<file path="config.mk">
export PLATFORM = sky130hd
export DESIGN_NAME = dmem_arbiter
export DESIGN_NICKNAME = d
export VERILOG_FILES = /design/src/rtl/dmem_arbiter.sv
export SDC_FILE = /design/constraint.sdc
export NUM_CORES = 1
export LEC_CHECK = 0
export CORE_AREA = 2 2 122 124
export DETAILED_ROUTE_END_ITERATION = 10
export DIE_AREA = 0 0 124 126
export HOLD_SLACK_MARGIN = 0.02
export PLACE_DENSITY = 0.86
export SYNTH_ARGS = -nofsm -noshare
export SYNTH_HDL_FRONTEND = slang
export SYNTH_SLANG_ARGS = --single-unit
</file>
<file path="constraint.sdc">
create_clock -name CLK -period 5.1 [get_ports CLK]
set_input_delay 1.02 -clock CLK [delete_from_list [all_inputs] [get_ports CLK]]
set_output_delay 1.02 -clock CLK [all_outputs]
set_load 0.01 [all_outputs]
</file>
<file path="src/rtl/dmem_arbiter.sv">
// dmem_arbiter: round-robin two-port front end for the 32-bit data RAM.
// Sub-word stores are read-modify-write; DMEM_ALIGN_CHECK_EN adds misalignment errors.
module dmem_arbiter #(
    parameter int DATA_WIDTH = 32,
    parameter int ADDR_WIDTH = 10
) (
    input  logic                  CLK,
    input  logic                  RST,
    input  logic                  REQ0_VALID,
    output logic                  REQ0_READY,
    input  logic                  REQ0_WE,
    input  logic [1:0]            REQ0_SIZE,
    input  logic [ADDR_WIDTH-1:0] REQ0_ADDR,
    input  logic [DATA_WIDTH-1:0] REQ0_WDATA,
    input  logic                  REQ1_VALID,
    output logic                  REQ1_READY,
    input  logic                  REQ1_WE,
    input  logic [1:0]            REQ1_SIZE,
    input  logic [ADDR_WIDTH-1:0] REQ1_ADDR,
    input  logic [DATA_WIDTH-1:0] REQ1_WDATA,
    output logic                  RSP0_VALID,
    output logic [DATA_WIDTH-1:0] RSP0_RDATA,
    output logic                  RSP0_ERR,
    output logic                  RSP1_VALID,
    output logic [DATA_WIDTH-1:0] RSP1_RDATA,
    output logic                  RSP1_ERR,
    output logic                  MEM_WE,
    output logic [ADDR_WIDTH-1:0] MEM_A,
    output logic [DATA_WIDTH-1:0] MEM_WD,
    input  logic [DATA_WIDTH-1:0] MEM_RD
);
    typedef enum logic [1:0] {IDLE, ACCESS, MERGE} state_t;

    state_t                  state, state_next;
    logic                    last;
    logic                    grant0, grant1;
    logic                    hs, hs_id;
    logic                    cap_we, cap_id;
    logic [1:0]              cap_size;
    logic [ADDR_WIDTH-1:0]   cap_addr;
    logic [DATA_WIDTH-1:0]   cap_wdata;
    logic [DATA_WIDTH-1:0]   old_data;
    logic                    misaligned, done, rsp_err;
    logic [DATA_WIDTH-1:0]   load_data, merge_data, rsp_data;

    // last = 1 means requester 1 was granted most recently
    assign grant0 = REQ0_VALID && (!REQ1_VALID || last);
    assign grant1 = REQ1_VALID && (!REQ0_VALID || !last);
    assign hs     = REQ0_READY || REQ1_READY;
    assign hs_id  = REQ1_READY;

`ifdef DMEM_ALIGN_CHECK_EN
    assign misaligned = (cap_size == 2'b01 && cap_addr[0]) ||
                        (cap_size[1] && cap_addr[1:0] != 2'b00);
`else
    assign misaligned = 1'b0;
`endif

    always_comb begin
        load_data = MEM_RD;
        if (cap_size == 2'b00)
            load_data = {{(DATA_WIDTH-8){1'b0}}, MEM_RD[7:0]};
        else if (cap_size == 2'b01)
            load_data = {{(DATA_WIDTH-16){1'b0}}, MEM_RD[15:0]};
    end

    assign merge_data = cap_size[0] ?
        {old_data[DATA_WIDTH-1:16], cap_wdata[15:0]} :
        {old_data[DATA_WIDTH-1:8], cap_wdata[7:0]};

    always_ff @(posedge CLK or posedge RST) begin
        if (RST) state <= IDLE;
        else     state <= state_next;
    end

    always_comb begin
        state_next = state;
        REQ0_READY = 1'b0;
        REQ1_READY = 1'b0;
        MEM_WE     = 1'b0;
        MEM_A      = '0;
        MEM_WD     = '0;
        done       = 1'b0;
        rsp_data   = '0;
        rsp_err    = 1'b0;
        unique case (state)
            IDLE: begin
                REQ0_READY = grant0 && !RST;
                REQ1_READY = grant1 && !RST;
                if (grant0 || grant1) state_next = ACCESS;
            end
            ACCESS: begin
                MEM_A = cap_addr;
                done  = 1'b1;
                if (misaligned) begin
                    rsp_err = 1'b1;
                end else if (!cap_we) begin
                    rsp_data = load_data;
                end else if (cap_size[1]) begin
                    MEM_WE = 1'b1;
                    MEM_WD = cap_wdata;
                end else begin
                    done       = 1'b0;
                    state_next = MERGE;
                end
                if (done) state_next = IDLE;
            end
            MERGE: begin
                MEM_WE     = 1'b1;
                MEM_A      = cap_addr;
                MEM_WD     = merge_data;
                done       = 1'b1;
                state_next = IDLE;
            end
            default: state_next = IDLE;
        endcase
    end

    always_ff @(posedge CLK or posedge RST) begin
        if (RST) begin
            last       <= 1'b1;
            cap_we     <= 1'b0;
            cap_id     <= 1'b0;
            cap_size   <= 2'b00;
            cap_addr   <= '0;
            cap_wdata  <= '0;
            old_data   <= '0;
            RSP0_VALID <= 1'b0;
            RSP0_RDATA <= '0;
            RSP0_ERR   <= 1'b0;
            RSP1_VALID <= 1'b0;
            RSP1_RDATA <= '0;
            RSP1_ERR   <= 1'b0;
        end else begin
            RSP0_VALID <= done && !cap_id;
            RSP1_VALID <= done && cap_id;
            if (hs) begin
                last      <= hs_id;
                cap_id    <= hs_id;
                cap_we    <= hs_id ? REQ1_WE    : REQ0_WE;
                cap_size  <= hs_id ? REQ1_SIZE  : REQ0_SIZE;
                cap_addr  <= hs_id ? REQ1_ADDR  : REQ0_ADDR;
                cap_wdata <= hs_id ? REQ1_WDATA : REQ0_WDATA;
            end
            if (state == ACCESS) old_data <= MEM_RD;
            if (done && !cap_id) begin
                RSP0_RDATA <= rsp_data;
                RSP0_ERR   <= rsp_err;
            end
            if (done && cap_id) begin
                RSP1_RDATA <= rsp_data;
                RSP1_ERR   <= rsp_err;
            end
        end
    end
endmodule

</file>
# After elaboration in Yosys (flattened, before gate mapping)
# Index checks and enable logic that the tools add are counted.
# word_totals
reg_bits,147
output_inout_bits,113
# classes
n_eq_ne,6
mux,26
n_reduce_logical,19
# op_table
op,count
2-to-1 mux 32 bit,7
one-hot mux 32 bit (2 select lines),1
2-to-1 mux 10 bit,2
2-to-1 mux 16 bit,1
2-to-1 mux 2 bit,5
2-to-1 mux 1 bit,7
logical AND 1 bit,6
inequality test 3 bit (second input constant),2
logical NOT 1 bit,5
equality test 2 x 1 -> 1 bit (second input constant),2
logical NOT 2 bit,2
logical OR 1 bit,4
one-hot mux 1 bit (2 select lines),2
one-hot mux 2 bit (2 select lines),1
AND reduction 3 bit,1
equality test 2 bit (second input constant),1
inequality test 2 bit (second input constant),1
OR reduction 2 bit,1

# Longest topological paths before layout
# depth
ltp_word,6
ltp_mapped,9
ltp_nobuf,7

# Worst setup path before layout
# No wires, ideal clock.
# synth_timing
kind,in2out
start,input port RST
end,output port REQ1_READY
n_path_buf,1
arrival_ns,1.629
slack_ns,2.451
t_required_ns,4.080
stages,4
path_cell_list,nor2b_1 -> nand3_1 -> inv_2 -> buf_2
# synth_via
elab_chain_cells,3
# synth_rtl
element,line,source
"start, declared",8,"input logic RST,"
logical NOT 1 bit (no line),--,
logical AND 1 bit,89,REQ1_READY = grant1 && !RST;
2-to-1 mux 1 bit,86,unique case (state)
"end, declared",16,"output logic REQ1_READY,"
# Every way passes these cells.

# Worst setup path in the final report
# layout_timing
start,register state[0]
end,output port MEM_WD[10]
# layout_via
elab_chain_cells,2
elab_cells_between_ends,3
# layout_rtl
element,line,source
"start, declared",34,"state_t state, state_next;"
"start signal, assigned",73,else state <= state_next;
equality test 2 bit / equality test 2 x 1 -> 1 bit (equally long branches),86,
one-hot mux 32 bit (2 select lines) (*),86,
"end, declared",29,"output logic [DATA_WIDTH-1:0] MEM_WD,"
# Every way passes the cells marked *; elsewhere a longest branch is shown, timed or not.

==> reports/results.tsv <==
stage	metric	value	unit
run_status	outcome	finished, final reports clean	
clock_network	cts_resized	0	
placement	port_buffers	236	
synth	synth_top_area_share	54.6	%
critical_path	cp-end-kind	output pin	
clock_network	cts_tree	done	
timing	min_period_over_period	78.0	%
timing	hold_ws	0.482	ns
clock_network	clk_path_buf_depth	2	
global_route	antenna_found_initial	0	
finish	fin_cells	1008	
timing	worst_pin_slew	1.00	ns
timing	fmax	251	MHz
timing	fin_setup_tns	0	ns
synth	syn_area_per_cell	10.7	sq um
synth	synth_cells	591	
worst_hold_path	hold_path.class	reg -> reg	
finish	antennaDiodeCount	0	
timing	timing.final.ws_setup	1.12	ns
worst_hold_path	min_path_cells	2	
synth	syn-cell-area	0.00633	sq mm
clock_network	cts_root_buf	clkbuf_16	
global_route	overflow	0	
synth	synth_cell_type_count	35	
timing	min_period	3.98	ns
critical_path	critPathKind	reg -> out	
power	p_per_area	574	mW/mm^2
die	start_util	44.2	%
finish	syn_to_final_growth	47.5	%
global_route	grt_use_total	22.8	%
timing	hold_violations	0	
global_route	grt_max_degree	111	
die	die_h	126	um
die	core_area	0.0143	sq mm
drt	drtIter0Drc	412	
synth	synth-warning-count	0	
synth	synth-seq-cells	139	
critical_path	worstRegToRegCells	6	
drt	routedWlPerCell	17.3	um
critical_path	startpoint	state[0]	
critical_path	path_max_fanout	21	
timing	setup_violations	0	
power	p_leak	3.92	nW
clock_network	ctsHoldBuffers	0	
power	peakVddDrop	0.000317	V
synth	synth_area_leaders	dfrtp_1, nand2_1, mux2_2, a32o_1, a31oi_1	
placement	dpl.cell_count	976	
placement	place_congestion	0.828	
critical_path	crit_end	MEM_WD[10]	
critical_path	cp.required	4.08	ns
critical_path	r2r-end	RSP1_RDATA[15]	
timing	max_slew_margin	33.3	%
die	pin_count	239	
synth	synth_seq_area_share	55.0	%
critical_path	critical_path_arrival	2.96	ns
die	die-width	124	um
clock_network	ctsHtreeMaxLevel	4	
timing	grt_setup_unrepaired	no	
timing	drv_slew	0	
clock_network	cts.clk_slew.worst_paths	0.06	ns
flow_run	maxCapViolCount	0	
finish	finalNetCount	940	
finish	drive_gt1_share	11.4	%
clock_network	cts_buffers	17	
clock_network	post-cts-setup-buffer-count	0	
global_route	grt_pass1_wl	27300	um
critical_path	critPathLaunchType	register	
die	die_area	0.0156	sq mm
power	power.total	5.36	mW
placement	hpwlAfterDp	12100	um
timing	skew	0.00773	ns
drt	dr.pass1.iters	5	
critical_path	regToRegSetupSlack	2.22	ns
die	rows	44	
critical_path	reg2reg_from	state[1]	
drt	wirelength	17400	um
placement	preCtsSetupSlack	1.55	ns
global_route	grt_pass1_vias	5188	
drt	final_antenna_net_count	0	
clock_network	cts.sink_count	139	
drt	drc	0	
synth	synth_area_leader_cell	dfrtp_1	
drt	viasPerCell	5.24	
drt	vias	5277	
clock_network	clkLatencyLatePin	0.42	ns
==> kinds of logic after synthesis <==
logic type / synth area share [%]
adder cells (fa/ha/maj): 0.593
AND/OR/NAND/NOR: 15.6
flip-flops: 55.0
other: 0.0593
buffers and inverters: 5.26
AO/OA/AOI/OAI: 13.9
multiplexers: 9.61
==> critical path: stages, from the launching register on <==
cell and delay [ns]:
dfrtp_1 0.38, inv_1 0.11, ha_1 0.69, nor2b_1 0.51
a22oi_1 0.14, nor2b_1 0.17, clkdlybuf4s50_1 0.55
==> cell type report <==
cell class | count | area, sq um
clock buffer | 23 | 468
multi-input combinational | 392 | 2530
inverter | 16 | 80.1
tap | 184 | 230
timing repair buffer | 245 | 2430
fill | 1126 | 4980
sequential | 139 | 3480
clock inverter | 9 | 113
==> synth_stat cells, drive strengths merged <==
library cell / instances
conb: 1
nor2b: 28
nand2b: 3
or2: 2
a22oi: 24
a31oi: 44
o21ai: 9
and3: 1
nand3: 3
a21o: 1
a21oi: 1
nand2: 104
o211ai: 2
a211oi: 1
and2: 26
o21a: 1
buf: 32
a32o: 32
ha: 3
a31o: 1
a21boi: 1
inv: 16
nor2: 55
dfrtp: 138
dfstp: 1
mux2: 48
clkbuf: 13
==> per-stage QoR <==
step,utilization [%],area (sq um)
after global placement,61.2,8750
after floorplan,-,6330
after CTS,65.2,9340
after global routing,65.2,9340
final,65.2,9340
after detailed placement,61.2,8750
==> worst min-delay path by stage <==
stage | startpoint | to | slack (ns)
finish | last | last | 0.48
CTS | last | last | 0.48
global placement | last | last | 0.46
floorplan | last | last | 0.44
global route | last | last | 0.50
detailed placement | last | last | 0.47
==> power by group <==
part	internal [mW]	switching (mW)	total (mW)
clock network	0.748	0.464	1.21
registers	1.57	0.303	1.87
logic	1.21	1.06	2.27
total	3.53	1.83	5.36
==> layer usage <==
layer	vias to the layer above	global-route usage, %	part of all wire, %
li1	2497	-	-
met1	2542	30.3	44
met2	202	35.5	47
met3	36	5.53	6.0
met4	0	9.52	2.8
met5	-	0	0
==> cell usage in the layout, fill, tap and decap left out, types with 3 or more instances in the layout <==
cell,n
nor2b_1,27
inv_6,3
mux2_4,18
a22oi_1,24
a31oi_1,44
mux2_2,30
a32o_1,32
clkinvlp_4,4
buf_4,9
dfrtp_1,138
clkbuf_1,4
nand2b_1,3
and2_1,26
o21ai_0,8
nand2_1,104
nor2_1,55
inv_1,12
clkbuf_16,17
clkdlybuf4s50_1,236
==> state kept, by name, indices dropped and copies added, names as in the netlist <==
register / flops
RSP0_RDATA: 32
RSP0_VALID: 1
RSP1_RDATA: 32
RSP1_VALID: 1
cap_addr: 10
cap_id: 1
cap_size: 2
cap_wdata: 32
cap_we: 1
last: 1
old_data: 24
state: 2
(Power assumes the default switching activity.)
==> RTL change 1, RTL diff (config.mk and constraints unchanged) <==
Set the parameter `ADDR_WIDTH` to 11 (it was 10).
--- a/src/rtl/dmem_arbiter.sv
+++ b/src/rtl/dmem_arbiter.sv
@@ -4,3 +4,3 @@
     parameter int DATA_WIDTH = 32,
-    parameter int ADDR_WIDTH = 10
+    parameter int ADDR_WIDTH = 11
 ) (
Ports: changed (resized MEM_A, REQ0_ADDR and REQ1_ADDR); port bits go from 239 to 242. The function was not compared with the original's and may differ.
==> RTL change 1 against the original RTL <==
Sequential cell count is 1 higher. Sequential share of layout area decreased by 0.13 points. Synthesized area grew 0.85%. Total power increased by 1.7%. Routed wire length increased by 3.5%. Cell area grew 1.1%. Worst setup slack improved by 0.054 ns. Critical endpoint is now MEM_WD[8].
==> RTL change 1: results <==
{
  "status": "finished clean",
  "grtUsageTotal": 0.2362,
  "seqPwrFrac": 0.345,
  "ys_top_cells_by_area": "dfrtp_1 54%, nand2_1 6.2%, mux2_2 5.3%, a32o_1 5.0%, a31oi_1 4.4%",
  "grt_pass1_wl_um": 28400,
  "final_cell_count_no_fill": 1017,
  "worst_slew_pin_slew_ns": 1.213,
  "dpl_cell_area_sq_um": 8835,
  "pg_clk_mw": 1.26,
  "drt_iter0_drc": 455,
  "synthTopCellsByCount": "139 x dfrtp_1, 106 x nand2_1, 56 x nor2_1",
  "crit_end": "MEM_WD[8]",
  "diodes": 0,
  "grt_antenna_before_repair": 0,
  "seq_area_frac_synth": 0.5491,
  "r2r_slack_ns": 2.36,
  "route.final.wire_length_um": 18020,
  "ir_drop_mv": 0.3600,
  "nNetsFinal": 951,
  "cp.arrival_ns": 2.91,
  "placed_cells": 985,
  "drive_above_1_share": 0.1140,
  "fill_cells": 1125,
  "portBuffers": 239,
  "grt_max_degree": 95,
  "dp_hpwl_um": 12620,
  "vias": 5387,
  "reg2reg_to": "RSP0_RDATA[29]",
  "grt_pass1_vias": 5429,
  "clock_skew_ns": 0.01118,
  "syn_area_per_cell_sq_um": 10.67,
  "gp_congestion": 0.8455
}
==> RTL change 1: worst min path at each step <==
stage                endpoint  slack (ns)  cells past startpoint
3_3_place_gp             last        0.46                      2
5_1_grt        RSP0_RDATA[23]        0.50                      1
2_1_floorplan            last        0.44                      2
6_report                 last        0.48                      2
3_5_place_dp             last        0.47                      2
4_1_cts                  last        0.48                      2
==> RTL change 1: worst max-delay path: cells and delay by family, from the launching register on <==
| family | cells | cell delay, ns |
|---|---|---|
| flops | 1 | 0.38 |
| simple gates | 2 | 0.69 |
| fa+ha+maj | 1 | 0.63 |
| buf+inv | 2 | 0.66 |
| compound gates | 1 | 0.13 |
==> RTL change 1: cells by family after synthesis <==
kind of cell / Yosys count / share of synthesized area
muxes: 48 / 0.09527
buffers and inverters: 62 / 0.05273
and+or+nand+nor: 226 / 0.1576
other: 1 / 0.0005876
adders and majority gates: 3 / 0.005882
AOI/OAI and AO/OA: 118 / 0.1388
DFF: 140 / 0.5491
==> RTL change 1: area by class of cell <==
type / count / area, sq um / share of cell area
multi-input cells: 397 / 2560 / 0.2714
flip-flops and latches: 140 / 3505 / 0.3715
repair buffers: 248 / 2460 / 0.2607
clock buffers: 19 / 432.9 / 0.04589
clock inverters: 13 / 166.4 / 0.01764
well taps: 184 / 230.2 / 0.02440
inverters: 16 / 80.08 / 0.008488
==> RTL change 1: routing by layer <==
metal / global-route usage / vias to the layer above / part of all wire
met5: 0 / - / 0
met4: 0.1044 / 0 / 0.033
met3: 0.06250 / 44 / 0.059
met2: 0.3772 / 198 / 0.48
met1: 0.3007 / 2619 / 0.43
li1: - / 2526 / -
==> RTL change 2, RTL diff (same settings) <==
Without the edit above. Encoding of `state_t`: now one-hot (3 bits for 3 states).
--- a/src/rtl/dmem_arbiter.sv
+++ b/src/rtl/dmem_arbiter.sv
@@ -31,3 +31,3 @@
 );
-    typedef enum logic [1:0] {IDLE, ACCESS, MERGE} state_t;
+    typedef enum logic [2:0] {IDLE = 3'b001, ACCESS = 3'b010, MERGE = 3'b100} state_t;
 
Behaviour: no difference found for any inputs over 4 cycles, from zero or initial values and one cycle with RST high; so few cycles prove little.
==> RTL change 2 against the original RTL <==
Worst setup slack got worse by 0.080 ns. Non-clock buffer count fell by 4. Cell area up 1.1%. Fmax is 2.0% lower. Synthesized cell count shrank 14%. Global-route usage down 0.68 points. Worst hold slack better by 0.016 ns. Sequential share of layout area decreased by 0.12 points. Total power is 17% lower. Clock skew is 0.0013 ns lower. Routed wire length is 4.3% lower. Cell count fell by 7.6%. Sequential cell count increased by 1. Synthesized area is 1.1% higher. Critical path type is now input port to output pin. Critical endpoint is now REQ0_READY. Largest cell class unchanged. Highest routed layer unchanged.
==> RTL change 2: results <==
{
  "met3_length_um": 890,
  "diodes": 0,
  "cts_setup_buffers": 0,
  "seq_area_frac_synth": 0.5479,
  "ir_drop_mv": 0.2860,
  "route.final.wire_length_um": 16670,
  "synth_cell_types": 31,
  "wl_met2_um": 8162,
  "hold_class": "flip-flop to flip-flop",
  "synth_mux_area_frac": 0.2423,
  "wl_met1_um": 7261,
  "synthAdderAreaFrac": 0,
  "cp_max_fo": 5,
  "clock_latency_ns": 0.41,
  "grtUsageTotal": 0.2209,
  "grt_pass1_wl_um": 26430,
  "synth_compound_area_frac": 0.07548,
  "ys_top_cells_by_area": "dfrtp_1 54%, mux2_2 9.0%, mux2i_1 7.0%, mux2_4 6.8%, a21oi_1 3.9%",
  "drt_iter0_drc": 312,
  "grt_antenna_before_repair": 0,
  "viasPerCell": 5.206,
  "dp_hpwl_um": 11810,
  "max_slew_margin": 0.2644,
  "clockBufferDepth": 2,
  "largestRegisters": "RSP0_RDATA: 32 flops, RSP1_RDATA: 32 flops, cap_wdata: 32 flops",
  "clock_skew_ns": 0.006442,
  "synth_xor_xnor_area_share": 0,
  "cp.arrival_ns": 3.04,
  "nNetsFinal": 862,
  "p_leak_nw": 4.268,
  "grt_max_degree": 118,
  "synthTopCellsByCount": "138 x dfrtp_1, 51 x mux2_2, 51 x nor2_1",
  "cts_root_buffer": "clkbuf_16",
  "fill_cells": 1042,
  "status": "finished clean",
  "grt_pass1_vias": 5047,
  "cts_buffers": 17,
  "gp_congestion": 0.8348,
  "drive_above_1_share": 0.1647,
  "firstDrtPassIters": 5,
  "cap_violations": 0
}
==> RTL change 2: changes by cell type after synthesis, sizes merged, moves of 13 or more <==
| cell | before | now |
|---|---|---|
| inv | 16 | 3 |
| a32o | 32 | 0 |
| a31oi | 44 | 0 |
| and3 | 1 | 25 |
| nor2b | 28 | 1 |
| mux2i | 0 | 45 |
| nand2 | 104 | 4 |
| a22oi | 24 | 0 |
| a22o | 0 | 24 |
| mux2 | 48 | 88 |
| a21oi | 1 | 50 |
==> RTL change 2: cell families after synthesis <==
kind of cell	Yosys count
other	1
buffers and inverters	38
AND/OR/NAND/NOR	121
AO/OA/AOI/OAI	77
flip-flops	140
multiplexers	133
==> RTL change 2: worst paths after layout <==
kind | startpoint | to | slack [ns] | depth (start not counted)
worst min register to register | RSP1_RDATA[20] | RSP1_RDATA[20] | 0.50 | 1
min in group asynchronous | RST | old_data[15] | 1.31 | 2
worst max-delay path | RST | REQ0_READY | 1.04 | 5
max in group asynchronous | RST | old_data[12] | 2.90 | 3
worst max register to register | cap_size[1] | RSP0_RDATA[29] | 2.47 | 4
worst min-delay path | RSP1_RDATA[20] | RSP1_RDATA[20] | 0.50 | 1
==> RTL change 2: critical path, cell delays in order <==
cell	delay [ns]
clkdlybuf4s50_1	0.51
nor4b_2	0.52
nand2_1	0.17
a21oi_1	0.24
clkdlybuf4s50_1	0.58
==> RTL change 2: layout make-up <==
type                            count  area (sq um)  share of cell area
Clock buffer                       20         446.7             0.04733
Clock inverter                     10         117.6             0.01246
Tap cell                          184         230.2             0.02440
Multi-Input combinational cell    333          2720              0.2883
Inverter                            3         16.27            0.001724
Sequential cell                   140          3506              0.3715
Timing Repair Buffer              241          2400              0.2543
==> RTL change 2: stage by stage <==
stage	instance area, sq um	power [mW]	cells	setup WS (ns)
final	9437	4.452	931	1.040
after global routing	9437	4.706	931	0.9071
after CTS	9437	4.479	931	1.061
after detailed placement	8872	3.273	901	1.109
after global placement	8872	3.205	901	1.191
after floorplan	6402	2.597	511	0.3304
==> RTL change 2: power breakdown <==
group,leakage [nW],internal (mW),switching [mW]
Sequential,1.75,1.51,0.284
Combinational,2.25,0.833,0.635
Clock,0.265,0.728,0.461
Total,4.27,3.07,1.38
==> RTL change 2: layer usage <==
layer,global-route usage,up-vias
li1,-,2241
met1,0.2914,2396
met2,0.3584,183
met3,0.04529,27
met4,0.08328,0
met5,0,-
